### config.mk
export PLATFORM = sky130hd
export DESIGN_NAME = dma_channel_arbiter
export DESIGN_NICKNAME = d
export VERILOG_FILES = /design/src/rtl/dma_channel_arbiter.sv
export SDC_FILE = /design/constraint.sdc
export NUM_CORES = 1
export LEC_CHECK = 0
export ABC_AREA = 1
export CORE_AREA = 4 4 390 392
export DETAILED_ROUTE_END_ITERATION = 8
export DIE_AREA = 0 0 394 396
export GPL_ROUTABILITY_DRIVEN = 0
export HOLD_SLACK_MARGIN = 0.06
export PLACE_DENSITY = 0.42
export SYNTH_ARGS = -nofsm -noshare
export SYNTH_HDL_FRONTEND = slang
export SYNTH_SLANG_ARGS = --single-unit
export TNS_END_PERCENT = 1
### constraint.sdc
create_clock -name clock -period 3.8 [get_ports clock]
set_clock_uncertainty 0.05 [all_clocks]
set_input_delay 0.76 -clock clock [delete_from_list [all_inputs] [get_ports clock]]
set_output_delay 0.76 -clock clock [all_outputs]
set_load 0.05 [all_outputs]
### src/rtl/dma_channel_arbiter.sv
// Arbitrates NUM_CH DMA requesters onto one transfer engine and runs the CPU HOLD/ACK handshake.
// Optional macro DMA_ARB_FIXED_PRIO_EN: fixed priority (lowest index wins) instead of round-robin.
module dma_channel_arbiter #(
    parameter int unsigned NUM_CH  = 4,
    parameter int unsigned ADDR_W  = 65,
    parameter int unsigned LEN_W   = 64,
    parameter int unsigned ACK_TMO = 255
) (
    input  logic                       clock,
    input  logic                       reset_n,
    input  logic [NUM_CH-1:0]          req,
    input  logic [NUM_CH*ADDR_W-1:0]   req_ram_addr,
    input  logic [NUM_CH*ADDR_W-1:0]   req_disk_addr,
    input  logic [NUM_CH*LEN_W-1:0]    req_amount,
    input  logic [NUM_CH-1:0]          req_read,
    input  logic [NUM_CH-1:0]          req_write,
    output logic [NUM_CH-1:0]          grant,
    output logic [NUM_CH-1:0]          done,
    output logic [NUM_CH-1:0]          err,
    output logic                       HOLD,
    input  logic                       ACK,
    output logic [ADDR_W-1:0]          dma_ram_addr,
    output logic [ADDR_W-1:0]          dma_disk_addr,
    output logic [LEN_W-1:0]           dma_amount,
    output logic                       dma_read,
    output logic                       dma_write,
    output logic                       dma_start,
    input  logic                       dma_finish,
    output logic                       busy
);

    localparam int unsigned PTR_W = (NUM_CH > 1) ? $clog2(NUM_CH) : 1;
    localparam int unsigned CNT_W = $clog2(ACK_TMO + 1);

    typedef enum logic [2:0] {IDLE, HOLD_REQ, START, RUN, RELEASE} state_t;

    state_t            state;
    logic [PTR_W-1:0]  owner;
    logic [PTR_W-1:0]  win_idx;
    logic [PTR_W-1:0]  scan_idx;
    logic              win_vld;
    logic [CNT_W-1:0]  cnt;
    logic              tmo_c;
    logic [ADDR_W-1:0] sel_ram;
    logic [ADDR_W-1:0] sel_disk;
    logic [LEN_W-1:0]  sel_amount;
    logic              sel_read;
    logic              sel_write;

    function automatic logic [NUM_CH-1:0] onehot(input logic [PTR_W-1:0] idx);
        return NUM_CH'(1) << idx;
    endfunction

`ifdef DMA_ARB_FIXED_PRIO_EN
    localparam logic [PTR_W-1:0] rr_ptr = '0;
`else
    logic [PTR_W-1:0] rr_ptr;
    logic             fin_c;
    logic [PTR_W-1:0] fin_idx_c;

    // A channel is finished (done or err) this edge: the pointer moves past it.
    always_comb begin
        fin_c     = 1'b0;
        fin_idx_c = owner;
        case (state)
            IDLE: begin
                if (win_vld && ((sel_read == sel_write) || (sel_amount == '0))) begin
                    fin_c     = 1'b1;
                    fin_idx_c = win_idx;
                end
            end
            HOLD_REQ: fin_c = !ACK && tmo_c;
            RUN:      fin_c = dma_finish;
            default:  fin_c = 1'b0;
        endcase
    end

    always_ff @(posedge clock) begin
        if (!reset_n) begin
            rr_ptr <= '0;
        end else if (fin_c) begin
            rr_ptr <= (fin_idx_c == PTR_W'(NUM_CH - 1)) ? '0 : fin_idx_c + PTR_W'(1);
        end
    end
`endif

    // Scan downward so the first set request at or after rr_ptr is the last to overwrite.
    always_comb begin
        win_vld  = 1'b0;
        win_idx  = '0;
        scan_idx = '0;
        for (int i = int'(NUM_CH) - 1; i >= 0; i--) begin
            scan_idx = PTR_W'((int'(rr_ptr) + i) % int'(NUM_CH));
            if (req[scan_idx]) begin
                win_vld = 1'b1;
                win_idx = scan_idx;
            end
        end
    end

    always_comb begin
        sel_ram    = '0;
        sel_disk   = '0;
        sel_amount = '0;
        sel_read   = 1'b0;
        sel_write  = 1'b0;
        for (int i = 0; i < int'(NUM_CH); i++) begin
            if (win_idx == PTR_W'(i)) begin
                sel_ram    = req_ram_addr[i*ADDR_W +: ADDR_W];
                sel_disk   = req_disk_addr[i*ADDR_W +: ADDR_W];
                sel_amount = req_amount[i*LEN_W +: LEN_W];
                sel_read   = req_read[i];
                sel_write  = req_write[i];
            end
        end
    end

    assign tmo_c = (cnt == CNT_W'(ACK_TMO - 1));

    always_ff @(posedge clock) begin
        if (!reset_n) begin
            state         <= IDLE;
            grant         <= '0;
            done          <= '0;
            err           <= '0;
            HOLD          <= 1'b0;
            dma_ram_addr  <= '0;
            dma_disk_addr <= '0;
            dma_amount    <= '0;
            dma_read      <= 1'b0;
            dma_write     <= 1'b0;
            dma_start     <= 1'b0;
            busy          <= 1'b0;
            cnt           <= '0;
            owner         <= '0;
        end else begin
            done      <= '0;
            err       <= '0;
            dma_start <= 1'b0;
            case (state)
                IDLE: begin
                    if (win_vld) begin
                        dma_ram_addr  <= sel_ram;
                        dma_disk_addr <= sel_disk;
                        dma_amount    <= sel_amount;
                        dma_read      <= sel_read;
                        dma_write     <= sel_write;
                        owner         <= win_idx;
                        // Malformed direction is an error; an empty transfer completes trivially.
                        if (sel_read == sel_write) begin
                            err <= onehot(win_idx);
                        end else if (sel_amount == '0) begin
                            done <= onehot(win_idx);
                        end else begin
                            grant <= onehot(win_idx);
                            HOLD  <= 1'b1;
                            busy  <= 1'b1;
                            cnt   <= '0;
                            state <= HOLD_REQ;
                        end
                    end
                end
                HOLD_REQ: begin
                    if (ACK) begin
                        cnt   <= '0;
                        state <= START;
                    end else if (tmo_c) begin
                        HOLD  <= 1'b0;
                        err   <= onehot(owner);
                        grant <= '0;
                        cnt   <= '0;
                        state <= RELEASE;
                    end else begin
                        cnt <= cnt + CNT_W'(1);
                    end
                end
                START: begin
                    dma_start <= 1'b1;
                    state     <= RUN;
                end
                RUN: begin
                    if (dma_finish) begin
                        done  <= onehot(owner);
                        HOLD  <= 1'b0;
                        grant <= '0;
                        state <= RELEASE;
                    end
                end
                RELEASE: begin
                    if (!ACK) begin
                        busy  <= 1'b0;
                        state <= IDLE;
                    end
                end
                default: begin
                    state <= IDLE;
                end
            endcase
        end
    end

endmodule

==> impl_metrics.ini, run 1 <==
[grt]
grt-busiest-layer = met2
track_usage_pct = 14.40
use_met1_pct = 17.35
grt-ovfl-total = 0
grtUsageMet3_pct = 5.077
gr-usage-met2_pct = 23.85
grt_max_degree = 93
grt_pass1_vias = 19530
grt_pass1_wl_um = 159400
antenna_found_initial = 37

[pwr]
combPwrFrac_pct = 72.7
netSwitchingPower_mw = 14.33
intPower_mw = 12.44
p_leak_nw = 10.14
ir_drop_v = 0.0004170
switching_share_pct = 53.52
power_density_mw_per_mm2 = 953.6
power_mw = 26.78
power_frac_seq_pct = 13.9
p_clk_share_pct = 13.4

[final_layout]
fill_cells = 16780
area_delta_synth_final_pct = 111.0
mostFrequentLayoutCells = 1,001 x clkdlybuf4s50_1, 520 x nand2_1, 224 x dfxtp_1, 218 x nor2_1, 147 x buf_4
layout_commonest_cell = clkdlybuf4s50_1
drive_gt1_share_pct = 9.157
nNetsFinal = 3815
multi_input_area_sq_mm = 0.007823
seq_area_sq_mm = 0.004527

[route]
initialDrtViolationCount = 1303
ant_nets = 0
vias = 19370
via_per_inst = 3.870
wl_per_cell_um = 24.02
drt_first_pass_iters = 5
drc = 0
wl_um = 120200

[placed_design]
io_buffer_count = 1002
dpl.hpwl_um = 97310

[worst_setup_path]
worstPathMaxFanout = 15
regToRegStartpoint = rr_ptr[0]
reg2reg_depth = 28
critical_path_arrival_ns = 4.05
critical_path.endpoint_type = register
cp-start-kind = primary input
r2r-end = rr_ptr[1]
reg2reg_setup_slack_ns = 0.32
required_ns = 4.22
path_class = primary input to register

[die]
die-width_um = 394
fp.coreArea_sq_mm = 0.1489
io_pins = 1003
start_util_pct = 8.938
row_count = 142
die_area_sq_mm = 0.1560
die_h_um = 396

[yosys]
synth_flop_cell = dfxtp_1
ys_ff_latch = 226
postSynthCellCount = 1982
synthesis.area_sq_mm = 0.01331
synth_edf_count = 0
synthArstFlopShare_pct = 0
synth.net_count = 2776
syn_area_per_cell_sq_um = 6.714
synth_warnings = 0
ys_seq_area_share_pct = 34.00
synth.distinct_cells = 44

[timing]
fin_crit_sh_pct = 95.51
maxSlewHeadroom_pct = 34.03
tightest_slew_ns = 0.9864
fin_hold_ws_ns = 0.4210
min_period_ns = 3.629
rsz0062_at_grt = yes
setup_viol = 0
slew_viol_final = 0
fmax_mhz = 275.5
final_hold_viol_count = 0

[clocking]
clk_path_buf_depth = 3
clkLatencyLatePin_ns = 0.57
cts_sinks = 226
cts-root-buf = clkbuf_16
cts_hold_buf = 0
cts_buffers = 36
cts_max_level = 2
clk_pin_slew_ns = 0.06
cts_tree = built

[min_path]
min-delay-start = dma_ram_addr[46]
hold_depth = 2
hp-class = register to register
hold-path-endpoint = dma_ram_addr[46]

[run_status]
outcome = complete, no violations

[run]
drv_cap = 0
==> registers in the layout, indices dropped and copies added, names as in the netlist <==
register,cells
dma_ram_addr,65
rr_ptr,2
dma_write,1
done,4
busy,1
err,4
dma_start,1
state,3
grant,4
cnt,8
HOLD,1
owner,2
dma_amount,64
dma_disk_addr,65
dma_read,1
==> cell type report <==
cell class	instances	share of cell area (%)
clock buffer	49	3.632
inverter	81	1.141
tap	1944	8.662
clock inverter	15	0.7753
timing repair buffer	1178	41.68
multi-input combinational	1498	27.86
antenna	15	0.1337
sequential	226	16.12
==> layer usage <==
| metal | wire, um | vias to the layer above |
|---|---|---|
| li1 | - | 9099 |
| met3 | 11010 | 147 |
| met2 | 57110 | 832 |
| met1 | 48420 | 9279 |
| met4 | 3615 | 14 |
| met5 | 82 | - |
==> logic make-up (layout without fill, tap and decap cells) <==
logic type,Yosys count,count (layout),synth area share (%)
other cells,0,15,0
flops,226,226,34.00
xor+xnor,7,7,0.5171
fa+ha+maj,2,2,0.1880
compound gates,466,466,24.28
simple gates,1023,1023,33.00
buf+inv,258,1323,8.020
==> stage by stage <==
| stage | setup WS (ns) | util (%) | setup TNS, ns | cell area [sq um] | std cells |
|---|---|---|---|---|---|
| floorplan | 0.8500 | - | 0 | 13310 | 1982 |
| global placement | -0.7590 | 17.86 | -17.25 | 26590 | 4917 |
| detailed placement | -0.7246 | 17.86 | -19.21 | 26590 | 4917 |
| CTS | 0.01870 | 18.70 | 0 | 27850 | 4981 |
| global route | -0.05480 | 18.85 | -0.08564 | 28060 | 5000 |
| finish | 0.1707 | 18.86 | 0 | 28080 | 5006 |
==> cell usage after synthesis (all sizes together) (50+ instances only) <==
| cell type | n | share of area, % |
|---|---|---|
| a21oi | 53 | 2.0 |
| a31oi | 112 | 5.3 |
| buf | 58 | 2.4 |
| clkbuf | 119 | 3.4 |
| dfxtp | 226 | 34 |
| inv | 80 | 2.3 |
| nand2 | 529 | 15 |
| nand3 | 152 | 5.9 |
| nand4 | 104 | 4.9 |
| nor2 | 228 | 6.6 |
| o211ai | 50 | 2.8 |
| o21ai | 99 | 3.7 |
==> power groups by stage <==
| stage | combinational, mW | clock [mW] | sequential (mW) |
|---|---|---|---|
| global placement | 19.3 | 0 | 3.73 |
| detailed placement | 19.2 | 0 | 3.73 |
| CTS | 19.3 | 3.77 | 3.71 |
| finish | 19.5 | 3.60 | 3.72 |
| floorplan | 7.66 | 0 | 6.22 |
| global route | 20.9 | 3.84 | 3.80 |
==> worst max path at each step <==
stage	startpoint	to	slack, ns	cells past startpoint
floorplan	req[1]	rr_ptr[1]	0.85	26
global placement	req[1]	rr_ptr[1]	-0.76	29
detailed placement	req[1]	rr_ptr[1]	-0.72	28
CTS	req[3]	done[3]	0.02	23
global route	req[1]	rr_ptr[1]	-0.05	27
finish	req[3]	rr_ptr[1]	0.17	27
==> what timing repair did <==
item                                    CTS  global route
pin swaps                                 0            10
resized for setup                         3            20
endpoints found under the setup margin   11            23
cloned                                    0             2
setup buffers                             0             8
==> worst max-delay path: stages <==
cell and delay (ns):
clkdlybuf4s50_1 0.49, inv_1 0.05, nand2_1 0.08, nand3_2 0.10
nand3_2 0.09, nand2_1 0.08, buf_4 0.14, a21boi_4 0.22
nor2_4 0.09, buf_12 0.16, buf_4 0.16, nand2_1 0.05
nand4_1 0.17, nor2_1 0.14, nand2_1 0.07, nor2_2 0.15
nand2_1 0.13, nor2_1 0.13, buf_4 0.14, nand3_1 0.09
buf_6 0.16, nand3_1 0.07, nand2_1 0.07, nand2_1 0.07
nand3_1 0.08, nand2_1 0.06, inv_1 0.03
No activity file was read; power rests on OpenSTA's default activity.
==> run 2: changes to the inputs <==
- CORE_AREA: 4 4 390 392 -> 2 2 388 390
- DIE_AREA: 0 0 394 396 -> 0 0 390 392
==> run 2 against run 1 <==
Clock power is essentially flat. Sequential share of layout area is essentially flat. Setup slack worse by 0.033 ns. Design area barely moved. Sequential power hardly changed. Register-to-register slack barely moved. Critical path type unchanged. Critical endpoint is now grant[3]. Highest routed layer unchanged.
==> impl_metrics.ini, run 2 (synthesis results as in run 1) <==
[run_status]
outcome = complete, no violations

[placed_design]
dpl.hpwl_um = 92140
io_buffer_count = 1002
dp_slack_ns = -0.7949

[final_layout]
drive_gt1_share_pct = 9.070
mostFrequentLayoutCells = 999 x clkdlybuf4s50_1, 520 x nand2_1, 224 x dfxtp_1, 217 x nor2_1, 144 x buf_4
reg_top3 = dma_disk_addr: 65 flops, dma_ram_addr: 65 flops, dma_amount: 64 flops
nNetsFinal = 3811
fin_util_pct = 18.86
layout_commonest_cell = clkdlybuf4s50_1
area_delta_synth_final_pct = 111.0

[grt]
antenna_found_initial = 34
grt-ovfl-total = 0
grt_pass1_vias = 19230
grt_pass1_wl_um = 154500
track_usage_pct = 14.26
grt_max_degree = 148

[timing]
fin_crit_sh_pct = 96.38
maxSlewHeadroom_pct = 33.73
slew_viol_final = 0
setup_ws_ns = 0.1375
tns_ns = 0
tightest_slew_ns = 0.9909
rsz0062_at_grt = yes
final_hold_viol_count = 0
setup_viol = 0
min_period_ns = 3.663
fmax_mhz = 273.0

[route]
via_per_inst = 3.894
wl_per_cell_um = 23.05
ant_nets = 0
drt_first_pass_iters = 7
drc = 0
initialDrtViolationCount = 1287
wl_um = 115300
vias = 19480

[worst_setup_path]
critPathBufInv = 8
path_class = primary input to register
critical_path.endpoint_type = register
worstPathMaxFanout = 13
critical_path_arrival_ns = 4.13
crit_top_cell = nand2_1
cp_top_family = simple AND/OR/NAND/NOR gates
cp-start-kind = primary input
cp_slowest_stage_delay_ns = 0.48
crit_slowest_cell = clkdlybuf4s50_1
required_ns = 4.26

[clocking]
cts_sinks = 226
cts_max_level = 2
clk_path_buf_depth = 3
cts-root-buf = clkbuf_16
cts_tree = built
cts_buffers = 37
clk_pin_slew_ns = 0.06
clkLatencyLatePin_ns = 0.58

[pwr]
ir_drop_v = 0.0006646
p_leak_nw = 10.13
power_density_mw_per_mm2 = 948.1

[die]
io_pins = 1003
row_count = 142
fp.coreArea_sq_mm = 0.1489
start_util_pct = 8.938
die_area_sq_mm = 0.1529
die_h_um = 392
die-width_um = 390

[run]
drv_cap = 0

[min_path]
hp-class = register to register
run 2: power by group:
group / internal, mW / switching [mW]
Combinational: 7.02 / 12.3
Clock: 2.18 / 1.45
Sequential: 3.22 / 0.481
Total: 12.4 / 14.2
run 2: path summary, 6_finish.rpt:
check                   start               end  slack (ns)  cells after the start
max                    req[0]          grant[3]        0.14                     28
min          dma_ram_addr[55]  dma_ram_addr[55]        0.42                      2
max reg2reg         rr_ptr[0]          grant[3]        0.31                     27
min reg2reg  dma_ram_addr[55]  dma_ram_addr[55]        0.42                      2
run 2: what timing repair did:
action,in CTS,in global routing
setup endpoints to repair,21,23
hold buffers,0,0
resized for setup,6,22
pin swaps,1,9
setup buffers,3,3
run 2: cell type report:
| cell class | instances | area (sq um) |
|---|---|---|
| Timing Repair Buffer | 1173 | 11670 |
| Multi-Input combinational cell | 1498 | 7859 |
| Tap cell | 1944 | 2432 |
| Antenna cell | 14 | 35.03 |
| Inverter | 81 | 320.3 |
| Clock buffer | 55 | 1085 |
| Sequential cell | 226 | 4527 |
| Fill cell | 16810 | 120800 |
| Clock inverter | 10 | 153.9 |
run 2: layer usage:
metal	track usage (%)	vias to the layer above	wire, um
li1	-	9113	-
met1	17.61	9390	47720
met5	0	-	45
met2	23.74	825	55160
met3	4.211	140	9277
met4	4.268	8	3076
run 2: worst register-to-register path: stages (launching register included):
cell and delay (ns):
dfxtp_2 0.41, inv_2 0.08, nand2_1 0.08, nand2_1 0.07, nand2_1 0.10, nand2_1 0.05, inv_1 0.05, nand2_1 0.06
buf_4 0.14, a21boi_4 0.24, nor2_4 0.08, buf_12 0.15, buf_4 0.17, nand2_1 0.07, nand4_1 0.18, nor2_1 0.15
nand2_1 0.09, nor2_2 0.15, buf_4 0.13, nand2_1 0.05, nor2_1 0.09, buf_4 0.16, nand2_4 0.08, a21oi_4 0.18
nor2_4 0.07, inv_2 0.09, nand2_1 0.07, a21oi_2 0.13
run 2: stage by stage:
step                cell area, sq um  cells  power, mW  hold WS, ns
floorplan                      13310   1982      13.88       0.4158
global placement               26650   4916      22.97       0.4028
detailed placement             26650   4916      22.95       0.4074
CTS                            27920   4984      26.87       0.4159
global route                   28060   4994      28.43       0.4361
finish                         28080   5001      26.62       0.4156
